$ cat src/rtl/alu_pkg.sv
// Shared opcode and FSM encodings for the multicycle EX-stage ALU.
package alu_pkg;

  localparam logic [3:0] ALU_AND   = 4'h0;
  localparam logic [3:0] ALU_OR    = 4'h1;
  localparam logic [3:0] ALU_NOR   = 4'h2;
  localparam logic [3:0] ALU_ADD   = 4'h3;
  localparam logic [3:0] ALU_SUB   = 4'h4;
  localparam logic [3:0] ALU_LUI   = 4'h5;
  localparam logic [3:0] ALU_JAL   = 4'h6;
  localparam logic [3:0] ALU_SLL   = 4'h7;
  localparam logic [3:0] ALU_SRL   = 4'h8;
  localparam logic [3:0] ALU_SLT   = 4'h9;
  localparam logic [3:0] ALU_MULTU = 4'hA;
  localparam logic [3:0] ALU_DIVU  = 4'hB;
  localparam logic [3:0] ALU_MFHI  = 4'hC;
  localparam logic [3:0] ALU_MFLO  = 4'hD;

  typedef enum logic {
    ST_IDLE = 1'b0,
    ST_RUN  = 1'b1
  } state_t;

  function automatic logic is_iter(input logic [3:0] op);
    return (op == ALU_MULTU) || (op == ALU_DIVU);
  endfunction

endpackage

$ cat src/rtl/md_iter_core.sv
// Iterative unsigned multiply (shift-add) / divide (restoring), one bit per cycle, WIDTH cycles.
// Loads on go; done is high during the last iteration, with hi/lo carrying that iteration's result.
module md_iter_core #(
  parameter int WIDTH = 32
) (
  input  logic             clk,
  input  logic             reset,
  input  logic             go,
  input  logic             is_div,
  input  logic [WIDTH-1:0] a,
  input  logic [WIDTH-1:0] b,
  output logic             done,
  output logic [WIDTH-1:0] hi,
  output logic [WIDTH-1:0] lo
);

  localparam int CNT_W = $clog2(WIDTH + 1);

  // rem_q is the product high half / partial remainder; acc_q the multiplier / dividend-quotient.
  logic [WIDTH-1:0] rem_q, rem_d;
  logic [WIDTH-1:0] acc_q, acc_d;
  logic [WIDTH-1:0] opd_q;
  logic             div_q;
  logic [CNT_W-1:0] cnt_q;
  logic [WIDTH:0]   lhs, rhs, sum, step;

  always_comb begin
    lhs   = div_q ? {rem_q, acc_q[WIDTH-1]} : {1'b0, rem_q};
    rhs   = {1'b0, opd_q};
    sum   = div_q ? (lhs - rhs) : (lhs + rhs);
    step  = '0;
    rem_d = rem_q;
    acc_d = acc_q;
    if (div_q) begin
      // A borrow out of the shared subtractor means the divisor did not fit: restore.
      rem_d = sum[WIDTH] ? lhs[WIDTH-1:0] : sum[WIDTH-1:0];
      acc_d = {acc_q[WIDTH-2:0], ~sum[WIDTH]};
    end else begin
      step  = acc_q[0] ? sum : {1'b0, rem_q};
      rem_d = step[WIDTH:1];
      acc_d = {step[0], acc_q[WIDTH-1:1]};
    end
  end

  always_ff @(posedge clk or negedge reset) begin
    if (!reset) begin
      rem_q <= '0;
      acc_q <= '0;
      opd_q <= '0;
      div_q <= 1'b0;
      cnt_q <= '0;
    end else if (go) begin
      rem_q <= '0;
      acc_q <= is_div ? a : b;
      opd_q <= is_div ? b : a;
      div_q <= is_div;
      cnt_q <= CNT_W'(WIDTH);
    end else if (cnt_q != '0) begin
      rem_q <= rem_d;
      acc_q <= acc_d;
      cnt_q <= cnt_q - CNT_W'(1);
    end
  end

  assign done = (cnt_q == CNT_W'(1));
  assign hi   = rem_d;
  assign lo   = acc_d;

endmodule

$ cat src/rtl/alu_multicycle_unit.sv
// EX-stage ALU: single-cycle ops in 1 cycle, MULTU/DIVU in WIDTH+1 cycles writing HI/LO.
// busy_o stalls the pipeline; start_i while busy is dropped, never queued.
module alu_multicycle_unit
  import alu_pkg::*;
#(
  parameter int WIDTH   = 32,
  parameter int SHAMT_W = 5
) (
  input  logic               clk,
  input  logic               reset,
  input  logic               start_i,
  input  logic [3:0]         ALUOperation,
  input  logic [WIDTH-1:0]   A,
  input  logic [WIDTH-1:0]   B,
  input  logic [SHAMT_W-1:0] shamt,
  output logic               busy_o,
  output logic               valid_o,
  output logic [WIDTH-1:0]   ALUResult,
  output logic               Zero,
  output logic [WIDTH-1:0]   hi_o,
  output logic [WIDTH-1:0]   lo_o
);

  state_t           state_q, state_d;
  logic [WIDTH-1:0] res_q, res_d;
  logic [WIDTH-1:0] hi_q, hi_d;
  logic [WIDTH-1:0] lo_q, lo_d;
  logic             zero_q, zero_d;
  logic             valid_q, valid_d;
  logic [WIDTH-1:0] sc_res;
  logic             go;
  logic             md_done;
  logic [WIDTH-1:0] md_hi, md_lo;

  md_iter_core #(.WIDTH(WIDTH)) u_md (
    .clk    (clk),
    .reset  (reset),
    .go     (go),
    .is_div (ALUOperation == ALU_DIVU),
    .a      (A),
    .b      (B),
    .done   (md_done),
    .hi     (md_hi),
    .lo     (md_lo)
  );

  always_comb begin
    sc_res = '0;
    case (ALUOperation)
      ALU_AND:  sc_res = A & B;
      ALU_OR:   sc_res = A | B;
      ALU_NOR:  sc_res = ~(A | B);
      ALU_ADD:  sc_res = A + B;
      ALU_SUB:  sc_res = A - B;
      ALU_LUI:  sc_res = {B[WIDTH/2-1:0], {(WIDTH/2){1'b0}}};
      ALU_JAL:  sc_res = B;
      ALU_SLL:  sc_res = B << shamt;
      ALU_SRL:  sc_res = B >> shamt;
      ALU_SLT:  sc_res = {{(WIDTH-1){1'b0}}, ($signed(A) < $signed(B))};
      ALU_MFHI: sc_res = hi_q;
      ALU_MFLO: sc_res = lo_q;
      default:  sc_res = '0;
    endcase
  end

  always_comb begin
    state_d = state_q;
    res_d   = res_q;
    zero_d  = zero_q;
    valid_d = 1'b0;
    hi_d    = hi_q;
    lo_d    = lo_q;
    go      = 1'b0;
    case (state_q)
      ST_IDLE: begin
        if (start_i) begin
          if (is_iter(ALUOperation)) begin
            go      = 1'b1;
            state_d = ST_RUN;
          end else begin
            res_d   = sc_res;
            zero_d  = (sc_res == '0);
            valid_d = 1'b1;
          end
        end
      end
      ST_RUN: begin
        if (md_done) begin
          hi_d    = md_hi;
          lo_d    = md_lo;
          res_d   = md_lo;
          zero_d  = (md_lo == '0);
          valid_d = 1'b1;
          state_d = ST_IDLE;
        end
      end
      default: state_d = ST_IDLE;
    endcase
  end

  always_ff @(posedge clk or negedge reset) begin
    if (!reset) begin
      state_q <= ST_IDLE;
      res_q   <= '0;
      zero_q  <= 1'b1;
      valid_q <= 1'b0;
      hi_q    <= '0;
      lo_q    <= '0;
    end else begin
      state_q <= state_d;
      res_q   <= res_d;
      zero_q  <= zero_d;
      valid_q <= valid_d;
      hi_q    <= hi_d;
      lo_q    <= lo_d;
    end
  end

  assign busy_o    = (state_q == ST_RUN);
  assign valid_o   = valid_q;
  assign ALUResult = res_q;
  assign Zero      = zero_q;
  assign hi_o      = hi_q;
  assign lo_o      = lo_q;

endmodule
$ cat config.mk
export PLATFORM = sky130hd
export DESIGN_NAME = alu_multicycle_unit
export DESIGN_NICKNAME = d
export VERILOG_FILES = /design/src/rtl/alu_pkg.sv /design/src/rtl/md_iter_core.sv /design/src/rtl/alu_multicycle_unit.sv
export SDC_FILE = /design/constraint.sdc
export NUM_CORES = 1
export LEC_CHECK = 0
export CAP_MARGIN = 15
export CORE_AREA = 2 2 311 236
export DETAILED_ROUTE_END_ITERATION = 8
export DIE_AREA = 0 0 313 238
export PLACE_DENSITY = 0.62
export SYNTH_ARGS = -nofsm -noshare
export SYNTH_HDL_FRONTEND = slang
export SYNTH_HIERARCHICAL = 1
export SYNTH_SLANG_ARGS = --single-unit
$ cat constraint.sdc
create_clock -name clk -period 6.1 [get_ports clk]
set_clock_uncertainty 0.1 [all_clocks]
set_input_delay 0.915 -clock clk [delete_from_list [all_inputs] [get_ports clk]]
set_output_delay 0.915 -clock clk [all_outputs]
set_load 0.01 [all_outputs]
; ---- After elaboration in Yosys (flattened, before gate mapping)
; Cells that the tools add are included.
; W data, S select, Z words.
[classes]
addsub = 5
eq_ne = 17
shift = 2
n_lt_le_gt_ge = 1
mux = 32
bitwise_logic = 5
n_reduce_logical = 8
[op_table]
columns = op, count
row1 = $mux W32, 12
row2 = $pmux W32 S12, 1
row3 = $mux W33, 3
row4 = $logic_not A32 Y1, 2
row5 = $pmux W32 S2, 1
row6 = $add A33 B32 Y33, 1
row7 = $sub A33 B32 Y33, 1
row8 = $add A32 B32 Y32, 1
row9 = $and A32 B32 Y32, 1
row10 = $lt A32 B32 Y1, 1
row11 = $not A32 Y32, 1
row12 = $or A32 B32 Y32, 1
row13 = $shl A32 B5 Y32, 1
row14 = $shr A32 B5 Y32, 1
row15 = $sub A32 B32 Y32, 1
row16 = $eq A4 B4 Y1 const B, 6
row17 = $eq A4 B3 Y1 const B, 4
row18 = $mux W6, 2
row19 = $mux W1, 10
row20 = $eq A4 B2 Y1 const B, 2
row21 = $eq A6 B1 Y1 const B, 1
row22 = $pmux W1 S2, 3
row23 = $reduce_bool A6 Y1, 1
row24 = $sub A6 B1 Y6 const B, 1
row25 = 9 further kinds, 11
[word_totals]
inputBits = 76
reg_bits = 202
word_cells = 81
output_inout_bits = 99

; ---- Logic depth before layout (Yosys ltp)
[logic_depth]
word_depth = 8
ltp_mapped = 24
mapped_depth_nobuf = 21

; ---- By module
; The synthesis kept the hierarchy.
[modules_own_cells]
columns = module, cells_per_inst, n_inst, area_per_inst_um2, seq_area_each_um2
row1 = alu_multicycle_unit, 1822, 1, 14624.0, 2478.6
row2 = md_iter_core, 1102, 1, 9431.5, 2577.5

; ---- Least setup slack after synthesis
; OpenSTA, ideal clock, no wires.
[synth_path]
kind = register to register
startpoint = register u_md.opd_q[3]
endpoint = register zero_q, in the netlist Zero
setup_time_ns = 0.072
path_stages_with_launch = 23
period_less_slack_ns = 4.904
required_time_ns = 5.928
path_slack_ns = 1.196
path_buffers = 1
arrival_ns = 4.732
cell_sequence = dfrtp_1 > nor4_1 > nor2b_1 > nand2_1 > nor3_1 > nand2b_1 > o21ai_1 > o21ai_0 > xnor2_1 > ha_1 > nand2_1 > o21ai_1 > a211oi_1 > a211o_1 > a31oi_1 > a21oi_4 > buf_6 > mux2_2 > nor4_1 > nand4_1 > o41ai_1 > o21ai_0 > o21ai_1
[synth_via]
elab_chain_len = 7
elab_cells_between_ends = 8
classes_between = 2 x add/sub / 4 x mux / 1 x bitwise / 1 x reduce/logical
[synth_lines]
columns = element, line
row1 = start: declaration, md_iter_core.sv:22  ; logic [WIDTH-1:0] opd_q;
row2 = start signal: assignment, md_iter_core.sv:55  ; opd_q <= is_div ? b : a;
row3 = $add A33 B32 Y33 or $sub A33 B32 Y33 (tied branches), md_iter_core.sv:30  ; sum = div_q ? (lhs - rhs) : (lhs + rhs);
row4 = $mux W33 (*), md_iter_core.sv:30
row5 = $not A1 Y1 (*), md_iter_core.sv:37  ; acc_d = {acc_q[WIDTH-2:0], ~sum[WIDTH]};
row6 = $mux W32 (*), md_iter_core.sv:34  ; if (div_q) begin
row7 = net md_lo[0], alu_multicycle_unit.sv:33  ; logic [WIDTH-1:0] md_hi, md_lo;
row8 = $logic_not A32 Y1 (*), alu_multicycle_unit.sv:92  ; zero_d = (md_lo == '0);
row9 = $mux W1 (*), alu_multicycle_unit.sv:88  ; if (md_done) begin
row10 = $pmux W1 S2 (*), alu_multicycle_unit.sv:74  ; case (state_q)
row11 = end signal: assignment, alu_multicycle_unit.sv:112  ; zero_q <= zero_d;
row12 = end: declaration, alu_multicycle_unit.sv:28  ; logic zero_q, zero_d;
; Mark *: on every way through the listed nets, which the timed path passes. The rest lies on a longest branch. The select of a mux whose other input is x is not followed.
; A chain may end at the register's enable or synchronous reset.

; ---- Worst setup path after layout
[layout_path]
startpoint = input B[1]
endpoint = register zero_q, in the netlist Zero
[layout_via]
elab_chain_len = 7
elab_cells_between_ends = 13
classes_between = 2 x add/sub / 1 x order compare / 2 x shift / 4 x mux / 3 x bitwise / 1 x reduce/logical
[layout_lines]
columns = element, line
row1 = start: declaration, alu_multicycle_unit.sv:14  ; input logic [WIDTH-1:0] B,
row2 = branches (longest 2 deep; another with $sub A32 B32 Y32), --
row3 = $pmux W32 S12 (*), alu_multicycle_unit.sv:49  ; case (ALUOperation)
row4 = $logic_not A32 Y1 (*), alu_multicycle_unit.sv:82  ; zero_d = (sc_res == '0);
row5 = $mux W1 (*), alu_multicycle_unit.sv:77  ; if (is_iter(ALUOperation)) begin
row6 = $mux W1 (*), alu_multicycle_unit.sv:76  ; if (start_i) begin
row7 = $pmux W1 S2 (*), alu_multicycle_unit.sv:74
; Every way passes the cells marked *. The select of a mux whose other input is x is not followed.

==> results.yml <==
worst_setup_path:
  cp.arrival_ps: 6190
  max_stage_delay_ps: 730
  cp-startpoint: "B[1]"
  start_kind: "primary input"
  critPathSlowestCell: "o211ai_1"
  crit_type: "in2reg"
  critical_path.max_fanout: 5
  endpoint_kind: "register"
  path_common_cell: "buf_4"
  crit_required_ps: 6490
  r2r_start: "u_md/opd_q[3]$_DFFE_PN0P_"
  cp_cell_sequence: "clkdlybuf4s50_1, inv_1, buf_4, ha_1, o21bai_1, o211ai_1, a21oi_1, a21o_1, a211o_1, a2111oi_0, nand4_1, or4_1, nor4_1, buf_4, nand2_1, o21ai_1"
power:
  power_density_nw_per_um2: 457
  power_mw: 13.1
  clockPowerShare_pct: 12.2
  leakagePower_nw: 12.1
  p_sw_mw: 6.61
  seqPwrFrac_pct: 22.5
  ir_worst_vdd_mv: 0.234
  p_comb_share_pct: 65.3
  p_int_mw: 6.48
  switching_share_pct: 50.5
synthesis:
  syn_inst: 2924
  yosys_warnings: 6
  synth_flop_cell: "dfrtp_1"
  ys_seq_area_share_pct: 21.0
  avgSynthCellArea_sq_um: 8.23
  yosysUniqueCellTypes: 103
  syn_nets: 3147
  synth_area_sq_um: 24100
  synthArstFlopShare_pct: 100
  synth-seq-cells: 202
  synth_edf_count: 0
floorplanning:
  die_y_um: 238
  start_util_pct: 33.7
  dieWidth_um: 313
  ios: 175
  rows: 85
  fp.dieArea_sq_um: 74500
  coreArea_sq_um: 71400
clocking:
  cts_tree: "done"
  htreeDepth: 1
  clock_path_buffers: 3
  root_buffer: "clkbuf_16"
  clock_sinks: 202
  post-cts-setup-buffer-count: 0
  clock_latency_ps: 560
  cts_buffers: 23
  path_clk_slew_ps: 110
route:
  wl_mm: 132
  first_pass_iters: 8
  ant_nets: 0
  post-route-drc-count: 0
  via_per_inst: 6.51
  vias: 26600
  drt_iter0_drc: 4635
  wl_per_cell_um: 32.3
timing:
  slew_headroom_pct: 17.5
  hold_viol_final: 0
  hold_ws_ps: 145
  setup_slack_ps: 300
  rsz0062_at_grt: "false"
  setup_tns_ps: 0
  setup_viol: 0
  drv_slew: 0
  fin_crit_sh_pct: 95.1
  timing.fmax_mhz: 172
  worstMarginPinSlew_ps: 1220
  fin_crit_ps: 5800
cells_and_area:
  nets: 3332
  area_delta_synth_final_pct: 19.0
  layout.cells.non_filler: 4087
  drive_above_1_share_pct: 17.6
worst_hold_path:
  hold_path_class: "in2async"
grt:
  track_usage_pct: 34.3
  grt_pass1_wl_mm: 186
  grt_max_degree: 156
  gr-total-overflow: 0
  grt_pass1_vias: 24500
  antenna_found_initial: 11
placed_design:
  dp_hpwl_mm: 105
  post-place-ws_ps: 89.7
  port_buffers: 174
  gp_congestion: 1.13
  dpl.cell_count: 4040
job:
  maxCapViolCount: 0
status:
  outcome: "complete, no violations"
[path summary, 6_finish.rpt]
check                                                  to  cells past startpoint  slack [ps]
worst min-delay path            ALUResult[25]$_DFFE_PN0P_                      1         150
worst max-delay path                     Zero$_DFFE_PN1P_                     16         300
min in group clk                ALUResult[22]$_DFFE_PN0P_                      2         380
max in group asynchronous       u_md/acc_q[3]$_DFFE_PN0P_                      2        4450
worst min register to register  ALUResult[22]$_DFFE_PN0P_                      2         380
worst max register to register           Zero$_DFFE_PN1P_                     24         450
[layout make-up]
type,count,area [sq um]
Inverter,125,469
Sequential cell,202,5060
Tap cell,957,1200
Antenna cell,5,12.5
Fill cell,7247,42700
Timing Repair Buffer,380,3320
Clock inverter,13,211
Clock buffer,28,614
Multi-Input combinational cell,2377,17700
[registers in the layout (all words and copies together) (netlist names)]
signal      count
Zero            1
u_md/rem_q     32
hi_o           32
u_md/acc_q     32
u_md/cnt_q      6
valid_o         1
ALUResult      32
busy_o          1
u_md/div_q      1
lo_o           32
u_md/opd_q     32
[layer usage]
layer / track usage, % / part of all wire [%]
met4: 12.3 / 4.4
met1: 50.0 / 44
met3: 14.4 / 15
met2: 43.7 / 37
met5: 0 / 0.16
[synth_stat cells, types with 22 or more instances]
cell	n	area (sq um)
nand2_1	247	927
a31oi_1	28	175
mux2i_1	172	1720
nor2_1	252	946
xnor2_1	53	464
buf_1	26	97.6
o22ai_1	33	206
a22oi_1	33	248
a21o_1	41	308
o211ai_1	40	300
dfrtp_1	201	5030
a2111oi_0	24	210
o21a_1	22	165
mux4_2	47	1060
mux2_2	194	2180
ha_1	144	1800
nand2b_1	30	188
nor3_1	55	275
nand3_1	51	255
clkbuf_1	171	642
o21ai_0	171	856
a21oi_1	220	1100
inv_1	118	443
nor4_1	31	194
a211oi_1	62	465
nor2b_1	42	263
[metrics by stage]
step,area [sq um],utilization [%]
finish,28600,40.1
global route,28600,40.1
CTS,28600,40.1
detailed placement,27800,38.9
global placement,27800,38.9
floorplan,24100,-
[power by group through the flow]
stage	sequential, mW	combinational (mW)	clock (mW)
finish	2.95	8.55	1.59
global route	3.00	9.18	1.66
CTS	2.89	8.29	1.60
detailed placement	2.90	8.23	0
global placement	2.91	8.21	0
floorplan	2.60	5.24	0
[worst max-delay path: cells and delay by family]
kind / cells / cell delay [ps]
buf+inv: 4 / 1110
compound gates: 7 / 2460
simple gates: 4 / 1500
fa+ha+maj: 1 / 180
[cells by family (layout without fill, tap and decap cells)]
kind of cell | after synthesis | count (layout) | synth area share [%]
compound gates | 909 | 909 | 25.5
xor+xnor | 64 | 64 | 2.33
fa+ha+maj | 147 | 147 | 7.74
buf+inv | 345 | 546 | 5.63
flops | 202 | 202 | 21.0
mux | 418 | 418 | 21.2
other cells | 0 | 5 | 0
simple gates | 839 | 839 | 16.6
[placed cells by master (no fill, tap or decap), drive strengths merged, types with 25 or more instances in the layout]
cell type,instances
mux4,52
o22ai,33
nor2,253
a31oi,28
xnor2,53
a21o,42
nor4,31
o21ai,175
a2111oi,25
nor2b,42
nand2,248
buf,213
a22oi,33
inv,125
mux2i,172
o211ai,41
nor3,56
dfrtp,201
clkbuf,29
clkdlybuf4s50,166
nand2b,30
nand3,51
a21oi,222
ha,144
mux2,194
a211oi,62
[what timing repair did]
action,CTS,global route
endpoints found under the setup margin,0,1
hold buffers,0,0
gates resized for setup,0,4
Note: power is estimated with default switching activity, not from simulation.
